## config.mk

```make
export PLATFORM = sky130hd
export DESIGN_NAME = mem_port_arbiter
export DESIGN_NICKNAME = d
export VERILOG_FILES = /design/src/rtl/mem_port_arbiter_pkg.sv /design/src/rtl/mem_port_arbiter_streak_ctr.sv /design/src/rtl/mem_port_arbiter.sv
export SDC_FILE = /design/constraint.sdc
export NUM_CORES = 1
export LEC_CHECK = 0
export ABC_CLOCK_PERIOD_IN_PS = 2800
export CAP_MARGIN = 20
export CORE_ASPECT_RATIO = 1.4
export CORE_MARGIN = 1.5
export CORE_UTILIZATION = 41
export CTS_CLUSTER_SIZE = 16
export DETAILED_ROUTE_END_ITERATION = 6
export PLACE_DENSITY = 0.86
export SLEW_MARGIN = 30
export SYNTH_ARGS = -nofsm -noshare
export SYNTH_HDL_FRONTEND = slang
export SYNTH_SLANG_ARGS = --single-unit
```

## constraint.sdc

```tcl
create_clock -name clk -period 2.8 [get_ports clk]
set_input_delay 0.56 -clock clk [delete_from_list [all_inputs] [get_ports clk]]
set_output_delay 0.56 -clock clk [all_outputs]
set_load 0.1 [all_outputs]
```

## src/rtl/mem_port_arbiter_pkg.sv

```systemverilog
// Shared types for the unified instruction/data memory arbiter.
//
// Contents:
//   arb_state_e  arbiter FSM states (IDLE -> ISSUE -> WAIT -> RESP)
//   owner_e      which requester owns the in-flight memory transaction
//   is_busy()    true while a transaction is on the memory side (ISSUE/WAIT)
package mem_arb_pkg;

  typedef enum logic [1:0] {
    IDLE  = 2'd0,
    ISSUE = 2'd1,
    WAIT  = 2'd2,
    RESP  = 2'd3
  } arb_state_e;

  typedef enum logic {
    OWN_I = 1'b0,
    OWN_D = 1'b1
  } owner_e;

  // A fetch kill only marks the transaction while it is still outstanding
  // at the memory; in RESP the kill acts directly on that cycle's ack.
  function automatic logic is_busy(input arb_state_e s);
    return (s == ISSUE) || (s == WAIT);
  endfunction

endpackage

```

## src/rtl/mem_port_arbiter_streak_ctr.sv

```systemverilog
// Saturating counter of consecutive D-port grants made while a fetch was
// waiting. Once it reaches MAX the arbiter must hand the memory to the
// fetch port, which clears the count.
//
// Ports:
//   clk     clock, all state on posedge
//   rst     synchronous active-high reset
//   clear   clear the streak (fetch granted)
//   inc     count one more D grant over a pending fetch
//   at_max  streak has reached MAX
module arb_streak_ctr #(
  parameter int MAX = 4,
  parameter int CW  = $clog2(MAX + 1)
) (
  input  logic clk,
  input  logic rst,
  input  logic clear,
  input  logic inc,
  output logic at_max
);

  logic [CW-1:0] count_q;

  // Clear has priority over increment; the count never wraps past MAX.
  always_ff @(posedge clk) begin
    if (rst) begin
      count_q <= '0;
    end else if (clear) begin
      count_q <= '0;
    end else if (inc && !at_max) begin
      count_q <= count_q + CW'(1);
    end
  end

  assign at_max = (count_q == CW'(MAX));

endmodule

```

## src/rtl/mem_port_arbiter.sv

```systemverilog
// Arbiter sharing one single-port unified memory between the fetch stage
// (I-port, read-only) and the memory stage (D-port, load/store). One memory
// transaction is outstanding at a time. D requests normally win, but after
// MAX_DSTREAK consecutive D grants over a waiting fetch the fetch is forced.
// A taken branch (i_kill) discards the in-flight or same-cycle fetch, and a
// watchdog aborts a transaction whose response never arrives.
//
// Ports:
//   clk, rst                     clock and synchronous active-high reset
//   i_req/i_addr/i_kill          fetch request, address, fetch kill
//   i_ack/i_rdata                fetch completion pulse and instruction
//   d_req/d_we/d_addr/d_wdata/d_be  data request and its fields
//   d_ack/d_rdata                data completion pulse and load data
//   stall_F/stall_M              stall requests for the hazard unit
//   err                          pulse on watchdog abort
//   mem_req/mem_we/mem_addr/mem_wdata/mem_be  request to the memory
//   mem_gnt/mem_rvalid/mem_rdata              memory accept and response
module mem_port_arbiter
  import mem_arb_pkg::*;
#(
  parameter int AW          = 32,
  parameter int DW          = 32,
  parameter int MAX_DSTREAK = 4,
  parameter int TIMEOUT     = 64
) (
  input  logic            clk,
  input  logic            rst,
  input  logic            i_req,
  input  logic [AW-1:0]   i_addr,
  input  logic            i_kill,
  output logic            i_ack,
  output logic [DW-1:0]   i_rdata,
  input  logic            d_req,
  input  logic            d_we,
  input  logic [AW-1:0]   d_addr,
  input  logic [DW-1:0]   d_wdata,
  input  logic [DW/8-1:0] d_be,
  output logic            d_ack,
  output logic [DW-1:0]   d_rdata,
  output logic            stall_F,
  output logic            stall_M,
  output logic            err,
  output logic            mem_req,
  output logic            mem_we,
  output logic [AW-1:0]   mem_addr,
  output logic [DW-1:0]   mem_wdata,
  output logic [DW/8-1:0] mem_be,
  input  logic            mem_gnt,
  input  logic            mem_rvalid,
  input  logic [DW-1:0]   mem_rdata
);

  localparam int BW  = DW / 8;
  localparam int WDW = $clog2(TIMEOUT + 1);
  localparam logic [AW-1:0] ALIGN_MASK = ~AW'(3);

  arb_state_e     state_q, state_d;
  owner_e         owner_q;
  logic           we_q;
  logic [AW-1:0]  addr_q;
  logic [DW-1:0]  wdata_q;
  logic [BW-1:0]  be_q;
  logic           killed_q;
  logic [DW-1:0]  rdata_q;
  logic [WDW-1:0] wd_q;

  logic fetch_ok;
  logic grant_i;
  logic grant_d;
  logic streak_clr;
  logic streak_inc;
  logic streak_at_max;
  logic timeout;

  arb_streak_ctr #(
    .MAX (MAX_DSTREAK)
  ) u_streak (
    .clk    (clk),
    .rst    (rst),
    .clear  (streak_clr),
    .inc    (streak_inc),
    .at_max (streak_at_max)
  );

  // A fetch that is being killed in the same cycle is stale and never
  // competes for the memory.
  assign fetch_ok = i_req & ~i_kill;

  // Next-state logic and grant decision. In IDLE the D-port wins unless a
  // live fetch has already been passed over MAX_DSTREAK times in a row.
  always_comb begin
    state_d    = state_q;
    grant_i    = 1'b0;
    grant_d    = 1'b0;
    streak_clr = 1'b0;
    streak_inc = 1'b0;
    timeout    = 1'b0;
    case (state_q)
      IDLE: begin
        if (d_req && !(fetch_ok && streak_at_max)) begin
          grant_d    = 1'b1;
          streak_inc = fetch_ok;
          state_d    = ISSUE;
        end else if (fetch_ok) begin
          grant_i    = 1'b1;
          streak_clr = 1'b1;
          state_d    = ISSUE;
        end
      end
      ISSUE: begin
        if (mem_gnt) begin
          state_d = WAIT;
        end
      end
      WAIT: begin
        if (mem_rvalid) begin
          state_d = RESP;
        end else if (wd_q == WDW'(TIMEOUT - 1)) begin
          timeout = 1'b1;
          state_d = IDLE;
        end
      end
      RESP: begin
        state_d = IDLE;
      end
      default: begin
        state_d = IDLE;
      end
    endcase
  end

  // State register plus the transaction fields, which are captured only at
  // grant so requester changes during ownership have no effect. Fetches are
  // always full-word reads. The watchdog restarts every time WAIT is entered.
  always_ff @(posedge clk) begin
    if (rst) begin
      state_q  <= IDLE;
      owner_q  <= OWN_I;
      we_q     <= 1'b0;
      addr_q   <= '0;
      wdata_q  <= '0;
      be_q     <= '0;
      killed_q <= 1'b0;
      rdata_q  <= '0;
      wd_q     <= '0;
    end else begin
      state_q <= state_d;
      if (grant_i) begin
        owner_q  <= OWN_I;
        we_q     <= 1'b0;
        addr_q   <= i_addr & ALIGN_MASK;
        wdata_q  <= '0;
        be_q     <= '1;
        killed_q <= 1'b0;
      end else if (grant_d) begin
        owner_q  <= OWN_D;
        we_q     <= d_we;
        addr_q   <= d_addr & ALIGN_MASK;
        wdata_q  <= d_wdata;
        be_q     <= d_be;
        killed_q <= 1'b0;
      end else if (is_busy(state_q) && owner_q == OWN_I && i_kill) begin
        killed_q <= 1'b1;
      end
      if (state_q == WAIT && mem_rvalid) begin
        rdata_q <= mem_rdata;
      end
      if (state_q == WAIT) begin
        wd_q <= wd_q + WDW'(1);
      end else begin
        wd_q <= '0;
      end
    end
  end

  // Outputs decode from the registered state; a killed fetch, or a kill
  // arriving in the RESP cycle itself, swallows the fetch ack.
  always_comb begin
    mem_req   = (state_q == ISSUE);
    mem_we    = (state_q == ISSUE) & we_q;
    mem_addr  = addr_q;
    mem_wdata = wdata_q;
    mem_be    = be_q;
    i_ack     = (state_q == RESP) & (owner_q == OWN_I) & ~killed_q & ~i_kill;
    d_ack     = (state_q == RESP) & (owner_q == OWN_D);
    err       = timeout;
    i_rdata   = rdata_q;
    d_rdata   = rdata_q;
    stall_F   = i_req & ~i_ack;
    stall_M   = d_req & ~d_ack;
  end

endmodule

```

* Word level (Yosys, flattened, before mapping) *
Index checks and enable logic that the tools add are counted.

word-level totals
  register bits = 113
  input bits = 140
  output and inout port bits = 139
  logic and storage cells = 69

operators by class
  add/sub/neg operators = 2
  equal/unequal tests = 8
  muxes and demuxes = 20
  bitwise logic cells = 14
  reduce and logical (&&, ||, !) cells = 15

operators with widths
  cell                                                    count
  2-to-1 mux 32 bit                                       2
  2-to-1 mux 1 bit                                        10
  2-to-1 mux 2 bit                                        5
  AND 1 bit                                               8
  2-to-1 mux 4 bit                                        2
  one-hot mux 2 bit (4 select lines)                      1
  adder 7 x 1 -> 7 bit (second input constant)            1
  == test 7 x 6 -> 1 bit (second input constant)          1
  logical AND 1 bit                                       6
  inequality test 3 bit (second input constant)           2
  inverter 1 bit                                          6
  == test 2 bit (second input constant)                   2
  OR reduction 2 bit                                      2
  adder 3 x 1 -> 3 bit (second input constant)            1
  == test 3 bit (second input constant)                   1
  AND reduction 3 bit                                     1
  OR reduction 3 bit                                      1
  == test 2 x 1 -> 1 bit (second input constant)          1
  logical NOT 1 bit                                       2
  logical NOT 2 bit                                       1
  inequality test 2 x 1 -> 1 bit (second input constant)  1
  nonzero test 2 bit                                      1
  logical OR 1 bit                                        1

* Depth between registers and ports, before layout *
Gate-level depths: netlist (run 1).

  word-level depth = 9
  mapped depth = 9
  depth with buffers taken out = 6

* Hierarchy *
From an unflattened synthesis (run 1), not the netlist that was laid out.

unflattened totals
  cell total of the unflattened synthesis = 553
  area, all modules = 4739.5 um2

modules (own cells, without submodules)
  module            instances  cells an instance  area each (um2)  seq. area each (um2)
  mem_port_arbiter  1          535                4551.9           2202.1
  arb_streak_ctr    1          18                 187.7            60.1

* Worst setup path after synthesis (run 1) *
OpenSTA, ideal clock, no wires.

  path kind = input to output
  start = in i_kill
  end = out stall_F
  data arrival time = 5.504 ns
  required time = 2.240 ns
  slack = -3.264 ns
  cell stages on the path = 2
  path buffers = 0
  cells stage by stage = nor4b_1 -> nor2b_1

on the way
  cells in the longest elaborated chain, start to end = 4

RTL lines
  what             line                     RTL
  start, declared  mem_port_arbiter.sv:30   input logic i_kill,
  inverter 1 bit   mem_port_arbiter.sv:184  i_ack = (state_q == RESP) & (owner_q == OWN_I) & ~killed_q & ~i_kill;
  AND 1 bit        mem_port_arbiter.sv:184
  inverter 1 bit   mem_port_arbiter.sv:189  stall_F = i_req & ~i_ack;
  AND 1 bit        mem_port_arbiter.sv:189
  end, declared    mem_port_arbiter.sv:40   output logic stall_F,

Every way passes these cells.

* Final worst setup path (run 1) *
  start = reg wd_q[0]
  end = out err

on the way
  cells in the longest elaborated chain, start to end = 4

RTL lines
  what                    line                     RTL
  start, declared         mem_port_arbiter.sv:65   logic [WDW-1:0] wd_q;
  start signal, assigned  mem_port_arbiter.sv:169  wd_q <= wd_q + WDW'(1);
  == test 7 x 6 -> 1 bit  mem_port_arbiter.sv:118  end else if (wd_q == WDW'(TIMEOUT - 1)) begin
  2-to-1 mux 1 bit        mem_port_arbiter.sv:118
  2-to-1 mux 1 bit        mem_port_arbiter.sv:116  if (mem_rvalid) begin
  2-to-1 mux 1 bit        mem_port_arbiter.sv:98   case (state_q)
  end, declared           mem_port_arbiter.sv:42   output logic err,

Every way passes these cells.

==> impl_metrics.yaml, run 1 <==
worst_setup_path:
  crit_path_max_fanout: 3
  end_kind: "output pin"
  critPathKind: "reg2out"
  arrival_ns: 1.86
  cp-startpoint: "wd_q[0]"
  critPathMaxStageDelay_ns: 0.35
  crit_required_ns: 2.24
  cp_slowest_cell: "dfxtp_1"
  rr_worst_depth: 6
  critical_path.cell_chain: "ha_1 > nand3_1 > or2_2 > nor3b_2 > buf_12"
  startpoint_type: "flop"
  regToRegStartpoint: "state_q[1]"
power_and_ir_drop:
  total_leakage_power_nw: 3.166
  power.density_mw_per_mm2: 1170
  p_sw_mw: 4.651
  power.total_mw: 8.964
  vdd_drop_max_v: 0.0006627
  clockPowerShare: 0.224
  p_seq_frac: 0.242
  p_sw_frac: 0.5188
  intPower_mw: 4.313
  p_comb_frac: 0.534
yosys:
  synth-seq-cells: 113
  synthSimpleGateAreaFrac: 0.2240
  synth-adder-area-share: 0.02067
  ys.warnings.count: 0
  yosysTopAreaCell: "dfxtp_1"
  syn-cell-area_sq_mm: 0.004843
  synthCells: 589
  synthXorXnorAreaFrac: 0.009042
  yosysTopAreaCellShare: 0.4671
  synth_top_family_by_area: "simple AND/OR/NAND/NOR gates"
  synth_cell_types: 40
  synth_compound_area_frac: 0.1586
  synth.area.top_cells: "dfxtp_1 (47%), nand2_1 (15%), buf_4 (5.6%)"
  postSynthAreaPerCell_sq_um: 8.223
  synthMuxAreaShare: 0.006200
  synthFlopType: "dfxtp_1"
  ys_seq_area_frac: 0.4671
  synth_edf_count: 0
  ys_async_sr_fraction: 0
cts:
  postCtsHoldBufs: 0
  cts-buffers-inserted: 17
  cts_buffer_depth: 2
  cts_tree: "done"
  clkTransAtPathRegs_ns: 0.05
  cts_setup_buffers: 0
  htree_levels: 4
  cts_resized: 0
  cts-root-buf: "clkbuf_16"
  worstSkewPairLatency_ns: 0.40
  cts.sinks: 113
finish:
  fin_util: 0.6722
  final_common_cell: "nand2_1"
  layout_common_cells: "nand2_1 (195), buf_4 (143), clkdlybuf4s50_1 (134)"
  drive_above_1_share: 0.2545
  areaGrowthSynthToFinish_pct: 58.15
  design_area_sq_mm: 0.007660
  nFillCells: 885
  nNetsFinal: 968
  layoutNonFillerInstCount: 977
  num_antenna_cells: 0
die:
  die_y_um: 131.6
  start_util: 0.4250
  fp.dieW_um: 94.86
  coreArea_sq_mm: 0.01140
  dieArea_sq_mm: 0.01248
  core.rowCount: 46
  io-pin-count: 279
placed_design:
  gp_congestion: 0.8261
  dp_hpwl_um: 10990
  port_buffers: 272
  placed_area_sq_mm: 0.007093
  dp_cells: 945
sta:
  relSlewSlack: 0.5966
  slew_viol_final: 0
  fmax_ghz: 0.4131
  final.setup.tns_ns: 0
  period_share: 0.8646
  setup_viol: 0
  skew_ns: 0.01106
  rsz0062_at_grt: "no"
  hold_viol_final: 0
  period_needed_ns: 2.421
  max_slew.worst_pin.slew_ns: 0.6051
global_routing:
  grt_use_total: 0.2370
  grt_first_pass_wirelength_um: 23170
  overflow: 0
  grt_max_degree: 37
  grt_antenna_before_repair: 0
  grt_pass1_vias: 4801
min_path:
  hold_path_class: "reg2reg"
  hp-start: "wd_q[0]"
  whs_path_depth: 1
detailed_routing:
  routed_wl_um: 14800
  ant_nets: 0
  drtPass1Iterations: 5
  vias: 4879
  vias_per_cell: 4.994
  drtIter0Drc: 209
  post_drt_wl_per_cell_um: 15.14
  drc: 0
job:
  cap_violations: 0
status:
  status: "finished, final reports clean"
==> Yosys cell counts (5+ instances only) <==
master / n
and2_1: 5
buf_6: 13
a21oi_1: 53
inv_1: 8
clkbuf_1: 15
a311oi_1: 30
buf_4: 36
nor2_1: 41
a21oi_2: 20
ha_1: 8
buf_2: 8
nand2_1: 195
dfxtp_1: 113
==> metal layers <==
| metal | up-vias | global-route usage | share of wire |
|---|---|---|---|
| met5 | - | 0 | 0 |
| met4 | 0 | 0.1310 | 0.039 |
| met3 | 44 | 0.05903 | 0.063 |
| met2 | 211 | 0.4131 | 0.53 |
| met1 | 2255 | 0.2534 | 0.37 |
| li1 | 2369 | - | - |
==> per-stage QoR <==
stage / hold slack, ns / worst slack (ns)
floorplan: 0.4179 / -0.1932
global placement: 0.4305 / 0.3387
detailed placement: 0.4440 / 0.2163
CTS: 0.4464 / 0.3606
global route: 0.4586 / 0.2832
finish: 0.4515 / 0.3791
==> sequential cells by signal, summed over array words and instances, names as in the netlist <==
register          count
d_rdata              32
mem_wdata            32
mem_addr             30
wd_q                  7
mem_be                4
u_streak.count_q      3
state_q               2
killed_q              1
owner_q               1
we_q                  1
==> kinds of logic (layout without fill, tap and decap cells) <==
group                      after synthesis  after routing
and+or+nand+nor                        265            265
adders and majority gates                8              8
muxes                                    3              3
DFF                                    113            113
AOI/OAI and AO/OA                      112            112
other                                    1              2
buffers and inverters                   82            325
xor gates and xnor gates                 5              5
==> path summary, 6_finish.rpt <==
kind	slack, ns	end
worst max-delay path	0.38	err
worst min-delay path	0.45	wd_q[0]
worst max register to register	0.71	mem_addr[5]
worst min register to register	0.45	wd_q[0]
==> cell type report <==
cell class	instances	area, sq um	area share
Tap cell	144	180.2	0.02352
Inverter	8	30.03	0.003920
Sequential cell	113	2262	0.2953
Clock inverter	13	113.9	0.01486
Clock buffer	19	452.9	0.05913
Timing Repair Buffer	285	2560	0.3342
Multi-Input combinational cell	395	2061	0.2690
==> worst max-delay path: cells and delay by family, from the launching register on <==
| kind | cells | cell delay, ns |
|---|---|---|
| AND/OR/NAND/NOR | 3 | 0.65 |
| buffers and inverters | 1 | 0.21 |
| adder cells (fa/ha/maj) | 1 | 0.23 |
| flip-flops | 1 | 0.35 |
==> power by group through the flow <==
| stage | logic (mW) | clock network, mW | registers, mW |
|---|---|---|---|
| detailed placement | 4.79 | 0 | 2.20 |
| global route | 4.99 | 2.12 | 2.21 |
| CTS | 4.80 | 2.04 | 2.17 |
| finish | 4.79 | 2.01 | 2.17 |
| global placement | 4.70 | 0 | 2.17 |
| floorplan | 1.68 | 0 | 4.34 |
No activity file was read; power rests on OpenSTA's default activity.
==> run 2, diff against run 1 <==
HOLD_SLACK_MARGIN = 0.06   (was default)
==> results of run 2 <==
Final layout, timing and power as in run 1 (identical DEF).
==> run 3, diff against run 2 <==
CTS_CLUSTER_DIAMETER = 80   (was default)
==> results of run 3 <==
Final layout, timing and power as in run 1 (identical DEF).
